File: src/rtl/alu_console.sv
// alu_console: operator front-end for ALU bring-up.
// Builds operands A/B a nibble at a time from switches, issues one ALU
// operation per run press with a configurable latency, latches the
// result and flags, and pages the result onto a row of hex digits.
module alu_console #(
    parameter int WIDTH   = 32,
    parameter int DIGITS  = 4,
    parameter int ALU_LAT = 1,
    localparam int PG_W   = 4 * DIGITS,
    localparam int NPAGES = WIDTH / PG_W,
    localparam int PW     = (NPAGES > 1) ? $clog2(NPAGES) : 1,
    localparam int CW     = $clog2(WIDTH / 4) + 1
) (
    input  logic              clock,
    input  logic              reset,
    input  logic              enter,
    input  logic              run,
    input  logic [3:0]        sw_data,
    input  logic              sw_sel_b,
    input  logic [2:0]        sw_op,
    input  logic              sw_show,
    input  logic [WIDTH-1:0]  alu_result,
    input  logic [3:0]        alu_flags,
    output logic [WIDTH-1:0]  bus_a,
    output logic [WIDTH-1:0]  bus_b,
    output logic [2:0]        control,
    output logic [PG_W-1:0]   disp_nibbles,
    output logic [DIGITS-1:0] disp_blank,
    output logic [3:0]        flags_led,
    output logic              busy,
    output logic [PW-1:0]     page,
    output logic [CW-1:0]     cnt_a,
    output logic [CW-1:0]     cnt_b
);

    localparam int LW = (ALU_LAT > 1) ? $clog2(ALU_LAT) : 1;
    localparam logic [CW-1:0] CNT_MAX  = CW'(WIDTH / 4);
    localparam logic [PW-1:0] PAGE_MAX = PW'(NPAGES - 1);
    localparam logic [LW-1:0] LAT_LAST = LW'(ALU_LAT - 1);

    typedef enum logic [1:0] {S_IDLE, S_ISSUE, S_CAPTURE} state_t;

    state_t            r_state;
    state_t            w_state_next;
    logic              r_enter_q;
    logic              r_run_q;
    logic [2:0]        r_op;
    logic [LW-1:0]     r_lat_cnt;
    logic [WIDTH-1:0]  r_bus_a;
    logic [WIDTH-1:0]  r_bus_b;
    logic [CW-1:0]     r_cnt_a;
    logic [CW-1:0]     r_cnt_b;
    logic [WIDTH-1:0]  r_result;
    logic [3:0]        r_flags;
    logic              r_valid;
    logic [PW-1:0]     r_page;

    logic              w_enter_rise;
    logic              w_run_rise;
    logic              w_idle;
    logic              w_load;
    logic              w_page_step;
    logic              w_busy;
    logic [2:0]        w_control;
    logic [PG_W-1:0]   w_pages [NPAGES];

    // Key events are accepted only in IDLE; run has priority over enter.
    assign w_enter_rise = enter & ~r_enter_q;
    assign w_run_rise   = run & ~r_run_q;
    assign w_idle       = (r_state == S_IDLE);
    assign w_load       = w_idle & w_enter_rise & ~w_run_rise & ~sw_show;
    assign w_page_step  = w_idle & w_enter_rise & ~w_run_rise & sw_show;

    // State register
    always_ff @(posedge clock) begin
        if (reset) r_state <= S_IDLE;
        else       r_state <= w_state_next;
    end

    // Next-state logic: IDLE -> ISSUE (ALU_LAT cycles) -> CAPTURE -> IDLE
    always_comb begin
        w_state_next = r_state;
        case (r_state)
            S_IDLE:    if (w_run_rise) w_state_next = S_ISSUE;
            S_ISSUE:   if (r_lat_cnt == LAT_LAST) w_state_next = S_CAPTURE;
            S_CAPTURE: w_state_next = S_IDLE;
            default:   w_state_next = S_IDLE;
        endcase
    end

    // Outputs decoded from state: opcode is driven for the whole operation
    always_comb begin
        w_busy    = (r_state != S_IDLE);
        w_control = w_busy ? r_op : 3'd0;
    end

    // Key edge history, latched opcode and latency counter
    always_ff @(posedge clock) begin
        if (reset) begin
            r_enter_q <= 1'b0;
            r_run_q   <= 1'b0;
            r_op      <= 3'd0;
            r_lat_cnt <= '0;
        end else begin
            r_enter_q <= enter;
            r_run_q   <= run;
            if (w_idle && w_run_rise) begin
                r_op      <= sw_op;
                r_lat_cnt <= '0;
            end else if (r_state == S_ISSUE) begin
                r_lat_cnt <= r_lat_cnt + 1'b1;
            end
        end
    end

    // Operand shift registers; counts saturate but shifting continues
    always_ff @(posedge clock) begin
        if (reset) begin
            r_bus_a <= '0;
            r_bus_b <= '0;
            r_cnt_a <= '0;
            r_cnt_b <= '0;
        end else if (w_load) begin
            if (sw_sel_b) begin
                r_bus_b <= {r_bus_b[WIDTH-5:0], sw_data};
                if (r_cnt_b != CNT_MAX) r_cnt_b <= r_cnt_b + 1'b1;
            end else begin
                r_bus_a <= {r_bus_a[WIDTH-5:0], sw_data};
                if (r_cnt_a != CNT_MAX) r_cnt_a <= r_cnt_a + 1'b1;
            end
        end
    end

    // Result capture, validity and display paging
    always_ff @(posedge clock) begin
        if (reset) begin
            r_result <= '0;
            r_flags  <= 4'd0;
            r_valid  <= 1'b0;
            r_page   <= '0;
        end else if (r_state == S_CAPTURE) begin
            r_result <= alu_result;
            r_flags  <= alu_flags;
            r_valid  <= 1'b1;
            r_page   <= '0;
        end else if (w_load) begin
            r_valid <= 1'b0;
        end else if (w_page_step) begin
            r_page <= (r_page == PAGE_MAX) ? '0 : r_page + 1'b1;
        end
    end

    // Slice the result into display pages
    for (genvar gi = 0; gi < NPAGES; gi++) begin : g_page
        assign w_pages[gi] = r_result[gi*PG_W +: PG_W];
    end

    assign disp_nibbles = w_pages[r_page];
    assign disp_blank   = {DIGITS{~r_valid}};
    assign bus_a        = r_bus_a;
    assign bus_b        = r_bus_b;
    assign cnt_a        = r_cnt_a;
    assign cnt_b        = r_cnt_b;
    assign flags_led    = r_flags;
    assign page         = r_page;
    assign busy         = w_busy;
    assign control      = w_control;

endmodule
File: config.mk
export PLATFORM = sky130hd
export DESIGN_NAME = alu_console
export DESIGN_NICKNAME = d
export VERILOG_FILES = /design/src/rtl/alu_console.sv
export SDC_FILE = /design/constraint.sdc
export NUM_CORES = 1
export LEC_CHECK = 0
export CAP_MARGIN = 20
export CORE_MARGIN = 2
export CORE_UTILIZATION = 40
export CTS_CLUSTER_DIAMETER = 60
export DETAILED_ROUTE_END_ITERATION = 6
export PLACE_DENSITY = 0.71
export RECOVER_POWER = 50
export SETUP_SLACK_MARGIN = 0.02
export SYNTH_ARGS = -nofsm -noshare
export SYNTH_HDL_FRONTEND = slang
export SYNTH_SLANG_ARGS = --single-unit
File: constraint.sdc
create_clock -name clock -period 2 [get_ports clock]
set_clock_uncertainty 0.15 [all_clocks]
set_input_delay 0.4 -clock clock [delete_from_list [all_inputs] [get_ports clock]]
set_output_delay 0.4 -clock clock [all_outputs]
set_load 0.02 [all_outputs]
**After elaboration in Yosys (flattened, before gate mapping)**

Cells that the tools add are included.

- Register bits after elaboration: 118
- Input bits: 49
- Logic and storage cells: 60

- $add $sub $neg: 4
- Magnitude comparators: 1
- Equality and inequality tests: 6
- Multiplexer cells: 10
- Bitwise gates (word level): 14
- Reduce and logical (&&, ||, !) cells: 12

Operator list:

| kind | count |
|---|---|
| two-way mux 16 bit | 3 |
| adder 4 x 1 -> 4 bit (second input constant) | 2 |
| != test 4 bit (second input constant) | 2 |
| AND reduction 2 bit | 4 |
| inverter 1 bit | 7 |
| AND 1 bit | 6 |
| AND reduction 3 bit | 2 |
| two-way mux 2 bit | 2 |
| != test 2 bit (second input constant) | 2 |
| case mux 2 bit (2 select lines) | 1 |
| nonzero test 2 bit | 2 |
| OR reduction 2 bit | 2 |
| two-way mux 1 bit | 3 |
| two-way mux 3 bit | 1 |
| adder 1 bit (second input constant) | 2 |
| equality test 2 x 1 -> 1 bit (second input constant) | 1 |
| equality test 2 bit (second input constant) | 1 |
| greater-or-equal comparator 2 bit (second input constant) | 1 |
| logical NOT 2 bit | 1 |
| inverter 1 -> 2 bit | 1 |
| logical AND 1 bit | 1 |

**Depth between registers and ports, before layout**

- Depth in word-level cells: 7
- Mapped depth: 7
- Gate-level depth less buffers: 6

**Worst setup path before layout**

OpenSTA, ideal clock, no wires.

- Path kind: register to output
- Start point: register r_page (netlist: page)
- End point: output port disp_nibbles[0]
- Data arrival time: 1.392 ns
- Data required time: 1.450 ns
- Slack: 0.058 ns
- Stages on the path, launching flop included: 4
- Cell sequence: dfxtp_1 > clkbuf_1 > buf_2 > mux2_2

- Cells in the longest elaborated chain, start to end: 4

RTL lines:

| element | RTL line | text |
|---|---|---|
| start: declaration | 56 | `logic [PW-1:0] r_page;` |
| start signal: assignment | 149 | `r_page <= (r_page == PAGE_MAX) ? '0 : r_page + 1'b1;` |
| inverter 1 -> 2 bit (implied by the code) | 158 | `assign disp_nibbles = w_pages[r_page];` |
| two-way mux 16 bit (implied by the code) (3 in a row) | 158 |  |
| end: declaration | 27 | `output logic [PG_W-1:0] disp_nibbles,` |

Every way passes these cells. The select of a mux whose other input is x is not followed.

**Worst setup path after layout**

- Start point: register r_page (netlist: page)
- End point: output port disp_nibbles[11]

Same word-level chain as after synthesis.

==> metrics.md <==
| Metric | Value |
|---|---|
| PortBufs | between 100 and 150 |
| Ratio of cells with drive above 1 in the final layout | between 10% and 20% |
| Main synth FF type | dfxtp_1 |
| Post-Route WL | between 10 and 15 mm |
| CTS Hold Buffers Added | 0 |
| Cell count after synthesis | roughly 550 |
| CTS max path bufs | 2 |
| Fin. Hold Viols | 0 |
| Static leakage | roughly 2.5 nW |
| Leading post-synthesis cells by cell area | dfxtp_1 52%, nand2_1 17%, a21oi_1 12% |
| Io pins | 150 |
| Crit Path Class | flop to primary output |
| Placed inst area | about 6200 µm² |
| Hold depth | 2 |
| Post-route antenna net violation count | 0 |
| Drt pass-1 iters | 5 |
| Max-cap violations | 0 |
| Initial antenna violation count | 0 |
| Placer Congestion | roughly 0.8 |
| R2r setup slk | 250 ps |
| Critical Path Sink Type | primary output |
| PD cells | between 800 and 900 nW/µm² |
| Tightest Hold Check Type | flop to flop |
| CP cell instances | buf_12 -> buf_4 -> mux2_4 -> buf_6 |
| Unique cell type count in the Yosys netlist | 36 |
| Worst hold start | r_result[14] |
| Synth async-reset ratio | 0% |
| Vias in the first global route | 3930 |
| Relative slew margins | approximately an eighth |
| Final setup margin | -26.89 ps |
| Post-DP HPWL | 8.116 mm |
| Antenna diode count | 0 |
| Die Wd | roughly 110 µm |
| Routed len/inst | between 10 and 15 µm |
| Top post-synthesis cells by count | 207 x nand2_1, 118 x dfxtp_1, 105 x a21oi_1 |
| Area leader, netlist | dfxtp_1 |
| Die area | around 12000 µm² |
| Worst VDD drop | between 0.4 and 0.5 mV |
| DRC | 0 |
| Starting Density | 41.24% |
| Synth Warn # | 0 |
| Clock Sinks | 118 |
| Remaining Overflow, GRT | 0 |
| P_sw | 1.237 mW |
| Violated checks | setup timing |
| Rows | 38 |
| Final setup viols | 11 |
| Post-route cell area | ~6800 µm² |
| Crit path largest cell delay | 370 ps |
| Top delay family on crit path | buffers and inverters |
| Critical path's slowest cell | dfxtp_4 |
| Number of flops mapped to enable cells by yosys | 0 |
| Overall Power | approximately 6 mW |
| Root Driver | clkbuf_16 |
| Fin nets | 763 |
| Dominant cell by count in the synthesized netlist | nand2_1 |
| Via count | between 4000 and 5000 |
| Worst Tran Pin Value | 1311 ps |
| Post-route insts no fill | 861 |
| Comb pwr share | roughly 7.3% |
| Post-layout min period | between 2000 and 2500 ps |
| Sw Share | between 20% and 30% |
| Hold Path Sink | r_result[14] |
| Max-slew violation count | 0 |
| P_int | about 4.7 mW |
| Arrival @ worst endpoint | between 1000 and 1500 ps |
| Clk slew on worst S/H paths | 50 ps |
| Clock Power Share | 52.0% |
| FF-to-FF End | cnt_a[0] |
| H-tree levels | 4 |
| Sequential area share after synthesis | a little over half |
| Syn Area/Cell | just over 8 µm² |
| Worst path required time | 1450 ps |
| Outcome | finished with violations |
| Largest net degree at the start of global routing | 38 |
| Worst skew pair latency | approximately 400 ps |
| Seq cells post-synth | roughly 120 |
| R2R depth | 6 |
| CTS tree | built |
| Reg-to-reg startpoint | cnt_a[0] |
| Area of the mapped netlist | roughly 4500 µm² |
| Worst Path Max Fanout | 8 |
| Final TNS setup | -169.5 ps |
| Fmax achieved | between 0.4 and 0.5 GHz |
| Initial drt markers | between 200 and 300 |
| Top cell type's share of synthesized area | 52.39% |
| Inst Count DP | roughly 800 |
| Core region area | about 11000 µm² |
| Nature of the critical path startpoint | flop |
| CP bufs+invs | 3 |
| Vias per cell | 4.886 |
| Mapped Nets | approximately 600 |
| Area growth, synth to finish | 51.33% |
| Hold_ws | just over 300 ps |
| Flop pwr share | just over 40% |
| Overall Global Routing Usage | 19.52% |
| RSZ-0062 raised after global routing | yes |
| Final period util | 101.3% |
| CTS buffer count | 17 |
| First-pass GRT wire length | ~18 mm |
| Die extent in y | approximately 110 µm |
## power by group through the flow
stage | Combinational, mW | Sequential (mW) | Clock [mW]
2_1_floorplan | 0.192 | 2.47 | 0
3_3_place_gp | 0.404 | 2.46 | 0
3_5_place_dp | 0.411 | 2.46 | 0
4_1_cts | 0.420 | 2.42 | 3.14
5_1_grt | 0.466 | 2.42 | 3.25
6_report | 0.432 | 2.42 | 3.09
## per-stage QoR
step / util [%] / setup slack, ps
3_5_place_dp: 56.62 / -165.0
4_1_cts: 62.45 / -96.13
5_1_grt: 62.40 / -64.54
6_report: 62.40 / -26.89
2_1_floorplan: - / 57.54
3_3_place_gp: 56.62 / -100.5
## logic make-up after synthesis
kind of cell	share of synthesized area [%]
AOI/OAI and AO/OA	12.90
xor gates and xnor gates	0.5828
adders and majority gates	1.110
buffers and inverters	4.994
DFF	52.39
muxes	5.133
and+or+nand+nor	22.89
## metal layers
metal / vias up / wire, µm / GRT usage (%)
met3: 19 / 565 / 4.879
met2: 107 / 5891 / 31.81
li1: 2117 / - / -
met5: - / 0 / 0
met4: 0 / 194 / 7.946
met1: 1964 / 5273 / 24.74
## worst reg2reg max path: stages, from the launching register on
cell	delay [ps]
dfxtp_1	400
inv_1	80
ha_1	200
nand2_1	80
nor2_1	60
nor4_1	310
mux2_1	350
## worst max path at each step
stage                 start                to  slack (ps)  cells past startpoint
CTS                    page   disp_nibbles[6]        -100                      3
floorplan              page   disp_nibbles[0]          60                      3
global route           page  disp_nibbles[11]         -60                      4
detailed placement    enter          bus_a[7]        -160                      6
finish                 page  disp_nibbles[11]         -30                      4
global placement    sw_show         bus_a[21]        -100                      6
## sequential cells by signal, indices dropped and copies added, names as in the netlist
register and cells:
r_run_q 1, bus_b 32, r_enter_q 1, cnt_a 4, page 1, flags_led 4
bus_a 32, r_lat_cnt 1, r_valid 1, r_op 3, cnt_b 4, r_result 32
r_state 2
## what timing repair did
item                                    in CTS  in global routing
gates cloned                                 1                  0
endpoints found under the setup margin      31                 34
gates resized for setup                    105                 48
hold endpoints to repair                     0                  0
setup buffers                                4                  2
## cell type report
cell class / count / area, µm²
Clock inverter: 10 / 155.1
Clock buffer: 20 / 446.7
Timing Repair Buffer: 178 / 1697
Sequential cell: 118 / 2367
Inverter: 7 / 26.28
Multi-Input combinational cell: 388 / 1957
Fill cell: 922 / 4111
Tap cell: 140 / 175.2
## layout by cell type, fill, tap and decap left out, drive strengths merged, types with 2 or more instances in the layout
master	count
or3	2
mux2	17
nor2	12
inv	7
clkdlybuf4s50	100
nand2b	3
xnor2	2
mux2i	4
nor3	2
nand3	5
clkinv	4
dlygate4sd2	12
clkbuf	41
nor2b	5
and2	3
dlygate4sd3	2
o21ai	4
buf	40
clkdlybuf4s15	3
a21oi	105
and3	2
bufinv	4
nand2	207
clkinvlp	2
dfxtp	118
ha	4
Note: power is estimated with default switching activity, not from simulation.
==> RTL edit 1: new RTL, same settings <==
The 3 states of `state_t` get a one-hot encoding in 3 bits.
--- a/src/rtl/alu_console.sv
+++ b/src/rtl/alu_console.sv
@@ -38,7 +38,7 @@
     localparam logic [PW-1:0] PAGE_MAX = PW'(NPAGES - 1);
     localparam logic [LW-1:0] LAT_LAST = LW'(ALU_LAT - 1);
 
-    typedef enum logic [1:0] {S_IDLE, S_ISSUE, S_CAPTURE} state_t;
+    typedef enum logic [2:0] {S_IDLE = 3'b001, S_ISSUE = 3'b010, S_CAPTURE = 3'b100} state_t;
 
     state_t            r_state;
     state_t            w_state_next;
Formal check against the unedited RTL: no difference found for any inputs over 4 cycles, from zero or initial values and one cycle with reset high; so few cycles prove little.
==> RTL edit 1 against the unedited design <==
Synthesized cell count is 1.4% higher. Register-to-register slack worse by 0.24 ns. Core utilization is 0.80 points lower. Setup slack improved by 0.033 ns. Clock power fell by 2%. Routed wire length increased by 3.5%. Sequential cell count grew 1. Maximum frequency increased by 1.7%. Power down 2.5%. Design area rose by 7.1%. Sequential share of layout area decreased by 2.0 points. Synthesized area grew 6.8%. First-iteration DRC count decreased by 51%.
==> RTL edit 1: results (changes against the unedited design) <==
<table>
<tr><th>Metric</th><th>Value</th></tr>
<tr><th colspan="2">Synth</th></tr>
<tr><td>Most instantiated cells after synthesis</td><td>208 x sky130_fd_sc_hd__nand2_1, 119 x sky130_fd_sc_hd__dfxtp_1, 60 x sky130_fd_sc_hd__a21oi_2</td></tr>
<tr><td>Xor/xnor cell area share of the yosys netlist</td><td>0.00364 (-0.00219)</td></tr>
<tr><td>Mean instance size in the synthesized netlist</td><td>8.57 sq um (+5.3%)</td></tr>
<tr><td>Post-Synth Adder-Cell Area</td><td>0.0104 (-0.000704)</td></tr>
<tr><td>Post-Syn Nets</td><td>615 (+1.3%)</td></tr>
<tr><td>Fraction of the yosys area taken by sequential cells</td><td>0.495 (-0.0291)</td></tr>
<tr><th colspan="2">Min path</th></tr>
<tr><td>End point of the worst hold path</td><td>r_enter_q</td></tr>
<tr><td>Path category of the worst min-delay check</td><td>in -&gt; reg</td></tr>
<tr><th colspan="2">Finish</th></tr>
<tr><td># fillers</td><td>1010 (+9.5%)</td></tr>
<tr><th colspan="2">Detailed routing</th></tr>
<tr><td>Number of DRC violations after detailed-routing iteration 0</td><td>138 (-51%)</td></tr>
<tr><td>Wire length reported by the detailed router</td><td>12300 microns (+3.5%)</td></tr>
<tr><td>Detail-routed via count per cell</td><td>4.90 (+0.30%)</td></tr>
<tr><td>Via count of the routed design</td><td>4298 (+2.2%)</td></tr>
<tr><th colspan="2">Place</th></tr>
<tr><td>DP Wirelength</td><td>7930 microns (-2.3%)</td></tr>
<tr><td>Placed cells</td><td>836 (+1.5%)</td></tr>
<tr><td>Worst slack at placement</td><td>-0.358 ns (-0.193 ns)</td></tr>
<tr><th colspan="2">Worst setup path</th></tr>
<tr><td>Source of the critical timing path</td><td>r_state[2]</td></tr>
<tr><td>Reg2reg setup slack</td><td>0.006 ns (-0.24 ns)</td></tr>
<tr><td>Worst Setup End Kind</td><td>register</td></tr>
<tr><td>CP peak stage delay</td><td>0.54 ns (+0.17 ns)</td></tr>
<tr><td>Endpoint of the worst-slack reg-to-reg timing path</td><td>bus_b[31]</td></tr>
<tr><th colspan="2">Power and ir drop</th></tr>
<tr><td>Total internal power</td><td>4610 uW (-2.0%)</td></tr>
<tr><td>VDD IR max</td><td>428 uV (-11%)</td></tr>
<tr><td>Power per Cell Area</td><td>793 nW/um^2 (-8.9%)</td></tr>
<tr><th colspan="2">Status</th></tr>
<tr><td>Run status</td><td>completed</td></tr>
<tr><th colspan="2">Global routing</th></tr>
<tr><td>Initial antenna violation count</td><td>1 (+1)</td></tr>
<tr><td>Largest net degree at the start of global routing</td><td>42 (+11%)</td></tr>
</table>
## RTL edit 1: layer usage
layer | track usage | vias up | part of all wire
li1 | - | 2159 | -
met5 | 0 | - | 0
met1 | 0.221 | 2017 | 0.44
met4 | 0.0691 | 0 | 0.012
met2 | 0.293 | 108 | 0.48
met3 | 0.0723 | 14 | 0.067
## RTL edit 1: what timing repair did
| item | CTS | global route |
|---|---|---|
| endpoints found under the hold margin | 0 | 0 |
| gates cloned | 1 | 3 |
| gates resized for setup | 109 | 48 |
| setup buffers | 3 | 5 |
| pin swaps | 1 | 5 |
| setup endpoints to repair | 31 | 53 |
## RTL edit 1: layout make-up
class,instances,area share
Inverter,9,0.00462
Antenna cell,1,0.000342
Timing Repair Buffer,177,0.255
Sequential cell,119,0.327
Tap cell,147,0.0252
Multi-Input combinational cell,395,0.307
Clock buffer,21,0.0644
Clock inverter,8,0.0170
==> RTL edit 2: new RTL, same settings <==
Without the edit above. The parameter `ALU_LAT` goes from 1 to 2.
--- a/src/rtl/alu_console.sv
+++ b/src/rtl/alu_console.sv
@@ -5,7 +5,7 @@
 module alu_console #(
     parameter int WIDTH   = 32,
     parameter int DIGITS  = 4,
-    parameter int ALU_LAT = 1,
+    parameter int ALU_LAT = 2,
     localparam int PG_W   = 4 * DIGITS,
     localparam int NPAGES = WIDTH / PG_W,
     localparam int PW     = (NPAGES > 1) ? $clog2(NPAGES) : 1,
Behaviour: not the same (a bounded check fails within 4 cycles, from zero or initial values and one cycle with reset high).
==> RTL edit 2 against the unedited design <==
The run still ends with negative setup slack left. Synthesized cell count is 0.18% higher. Sequential cell count stayed put. Die area hardly changed. Register-to-register slack worse by 0.02 ns. Power is 0.59% lower. Routed wire length is 2.8% higher. Design area is 0.79% lower. Synthesized area hardly changed. Clock power is 2% higher. Critical path depth stayed put. Setup slack better by 0.0016 ns. Non-clock buffer count is 2 lower. Maximum frequency hardly changed. Largest cell class unchanged.
==> RTL edit 2: results (changes against the unedited design) <==
<table>
<tr><th>Metric</th><th>Value</th></tr>
<tr><th colspan="2">Status</th></tr>
<tr><td>Violations in the final reports</td><td>negative setup slack</td></tr>
<tr><td>Run status</td><td>complete, but fails checks</td></tr>
<tr><th colspan="2">Synth</th></tr>
<tr><td>Synth area leaders</td><td>sky130_fd_sc_hd__dfxtp_1 52%, sky130_fd_sc_hd__nand2_1 17%, sky130_fd_sc_hd__a21oi_1 12%, sky130_fd_sc_hd__mux2_2 4.0%, sky130_fd_sc_hd__buf_4 1.5%</td></tr>
<tr><td>Fraction of the yosys area taken by sequential cells</td><td>0.523 (about the same)</td></tr>
<tr><th colspan="2">Detailed routing</th></tr>
<tr><td>Routed wl met2</td><td>6110 microns (+3.7%)</td></tr>
<tr><td>Met1 Wirelength</td><td>5310 microns (+0.72%)</td></tr>
<tr><td>Number of DRC violations after detailed-routing iteration 0</td><td>259 (-7.8%)</td></tr>
<tr><td>Detail-routed via count per cell</td><td>4.87 (-0.40%)</td></tr>
<tr><th colspan="2">Finish</th></tr>
<tr><td># fillers</td><td>974 (+5.6%)</td></tr>
<tr><td>Count of nets after finishing</td><td>762 (-0.13%)</td></tr>
<tr><td>Share of layout cells above drive strength 1</td><td>0.139 (+0.00119)</td></tr>
<tr><td>Fin area</td><td>6770 sq um (-0.79%)</td></tr>
<tr><th colspan="2">Global routing</th></tr>
<tr><td>Number of global-route vias before repair</td><td>3837 (-2.4%)</td></tr>
<tr><td>Global-route usage over all layers</td><td>0.197 (+0.00144)</td></tr>
<tr><th colspan="2">Worst setup path</th></tr>
<tr><td>CP peak stage delay</td><td>0.39 ns (+0.02 ns)</td></tr>
<tr><td>Reg2reg setup slack</td><td>0.23 ns (-0.02 ns)</td></tr>
<tr><th colspan="2">Place</th></tr>
<tr><td>Post-Place Cell Area</td><td>6200 sq um (about the same)</td></tr>
<tr><td>Routability-driven placement congestion ratio</td><td>0.781 (-0.74%)</td></tr>
<tr><th colspan="2">Timing</th></tr>
<tr><td>Slew @ Worst Pin</td><td>0.822 ns (-0.489 ns)</td></tr>
<tr><td>Setup TNS after final layout</td><td>-0.153 ns (+0.0167 ns)</td></tr>
<tr><td>Worst Setup Slack, final</td><td>-0.0253 ns (+0.00160 ns)</td></tr>
<tr><td>Hold slack</td><td>0.305 ns (+0.00223 ns)</td></tr>
<tr><td>Setup-failing EPs final</td><td>9 (-2)</td></tr>
<tr><th colspan="2">Power and ir drop</th></tr>
<tr><td>Pleak</td><td>0.00244 uW (-1.6%)</td></tr>
<tr><td>Reported net switching power</td><td>1310 uW (+5.6%)</td></tr>
</table>
[RTL edit 2: cell types whose count changed in the layout (fill, tap and decap cells not counted), sizes merged]
cell / before / now
clkinvlp: 2 / 4
dlygate4sd2: 12 / 13
clkdlybuf4s50: 100 / 88
bufinv: 4 / 3
buf: 40 / 39
clkbuf: 41 / 50
inv: 7 / 12
clkinv: 4 / 2
[RTL edit 2: layout make-up]
cell class,instances,area share
clock buffers,19,0.0669
clock inverters,13,0.0249
inverters,8,0.00444
multi-input cells,388,0.290
flip-flops and latches,118,0.350
well taps,140,0.0259
repair buffers,176,0.238
[RTL edit 2: routing by layer]
metal | global-route usage | up-vias
li1 | - | 2118
met1 | 0.257 | 1934
met2 | 0.316 | 123
met3 | 0.0488 | 20
met4 | 0.0688 | 0
met5 | 0 | -
[RTL edit 2: power by group through the flow]
stage               Sequential [uW]  Clock [uW]  Combinational [uW]
detailed placement             2440           0                 341
CTS                            2390        3210                 355
global route                   2390        3320                 381
global placement               2440           0                 336
floorplan                      2450           0                 148
finish                         2390        3160                 355
[RTL edit 2: critical path, delay by kind of cell, from the launching register on]
| kind | cells | cell delay, ns |
|---|---|---|
| flops | 1 | 0.39 |
| buf+inv | 3 | 0.37 |
| mux | 1 | 0.31 |
[RTL edit 2: repair_timing]
| item | CTS | global route |
|---|---|---|
| endpoints found under the setup margin | 32 | 44 |
| resized for setup | 111 | 59 |
| gates cloned | 1 | 0 |
| buffers inserted | 3 | 1 |
[RTL edit 2: metrics by stage]
| step | instances | setup slack (ns) |
|---|---|---|
| 2_1_floorplan | 555 | 0.0575 |
| 4_1_cts | 861 | -0.0801 |
| 3_5_place_dp | 825 | -0.169 |
| 6_report | 862 | -0.0253 |
| 3_3_place_gp | 825 | -0.105 |
| 5_1_grt | 862 | -0.0587 |
[RTL edit 2: final timing paths]
kind	from	endpoint
setup reg to reg	cnt_a[0]	cnt_a[0]
hold / removal	bus_a[30]	bus_a[30]
hold reg to reg	bus_a[30]	bus_a[30]
setup / recovery	page	disp_nibbles[14]
[RTL edit 2: cells by family (layout without fill, tap and decap cells)]
kind of cell | Yosys count | after routing | share of synthesized area
AND/OR/NAND/NOR | 247 | 247 | 0.229
flip-flops | 118 | 118 | 0.523
AO/OA/AOI/OAI | 113 | 113 | 0.129
buffers and inverters | 49 | 216 | 0.0507
multiplexers | 21 | 21 | 0.0513
adder cells (fa/ha/maj) | 4 | 4 | 0.0111
XOR/XNOR | 3 | 3 | 0.00582
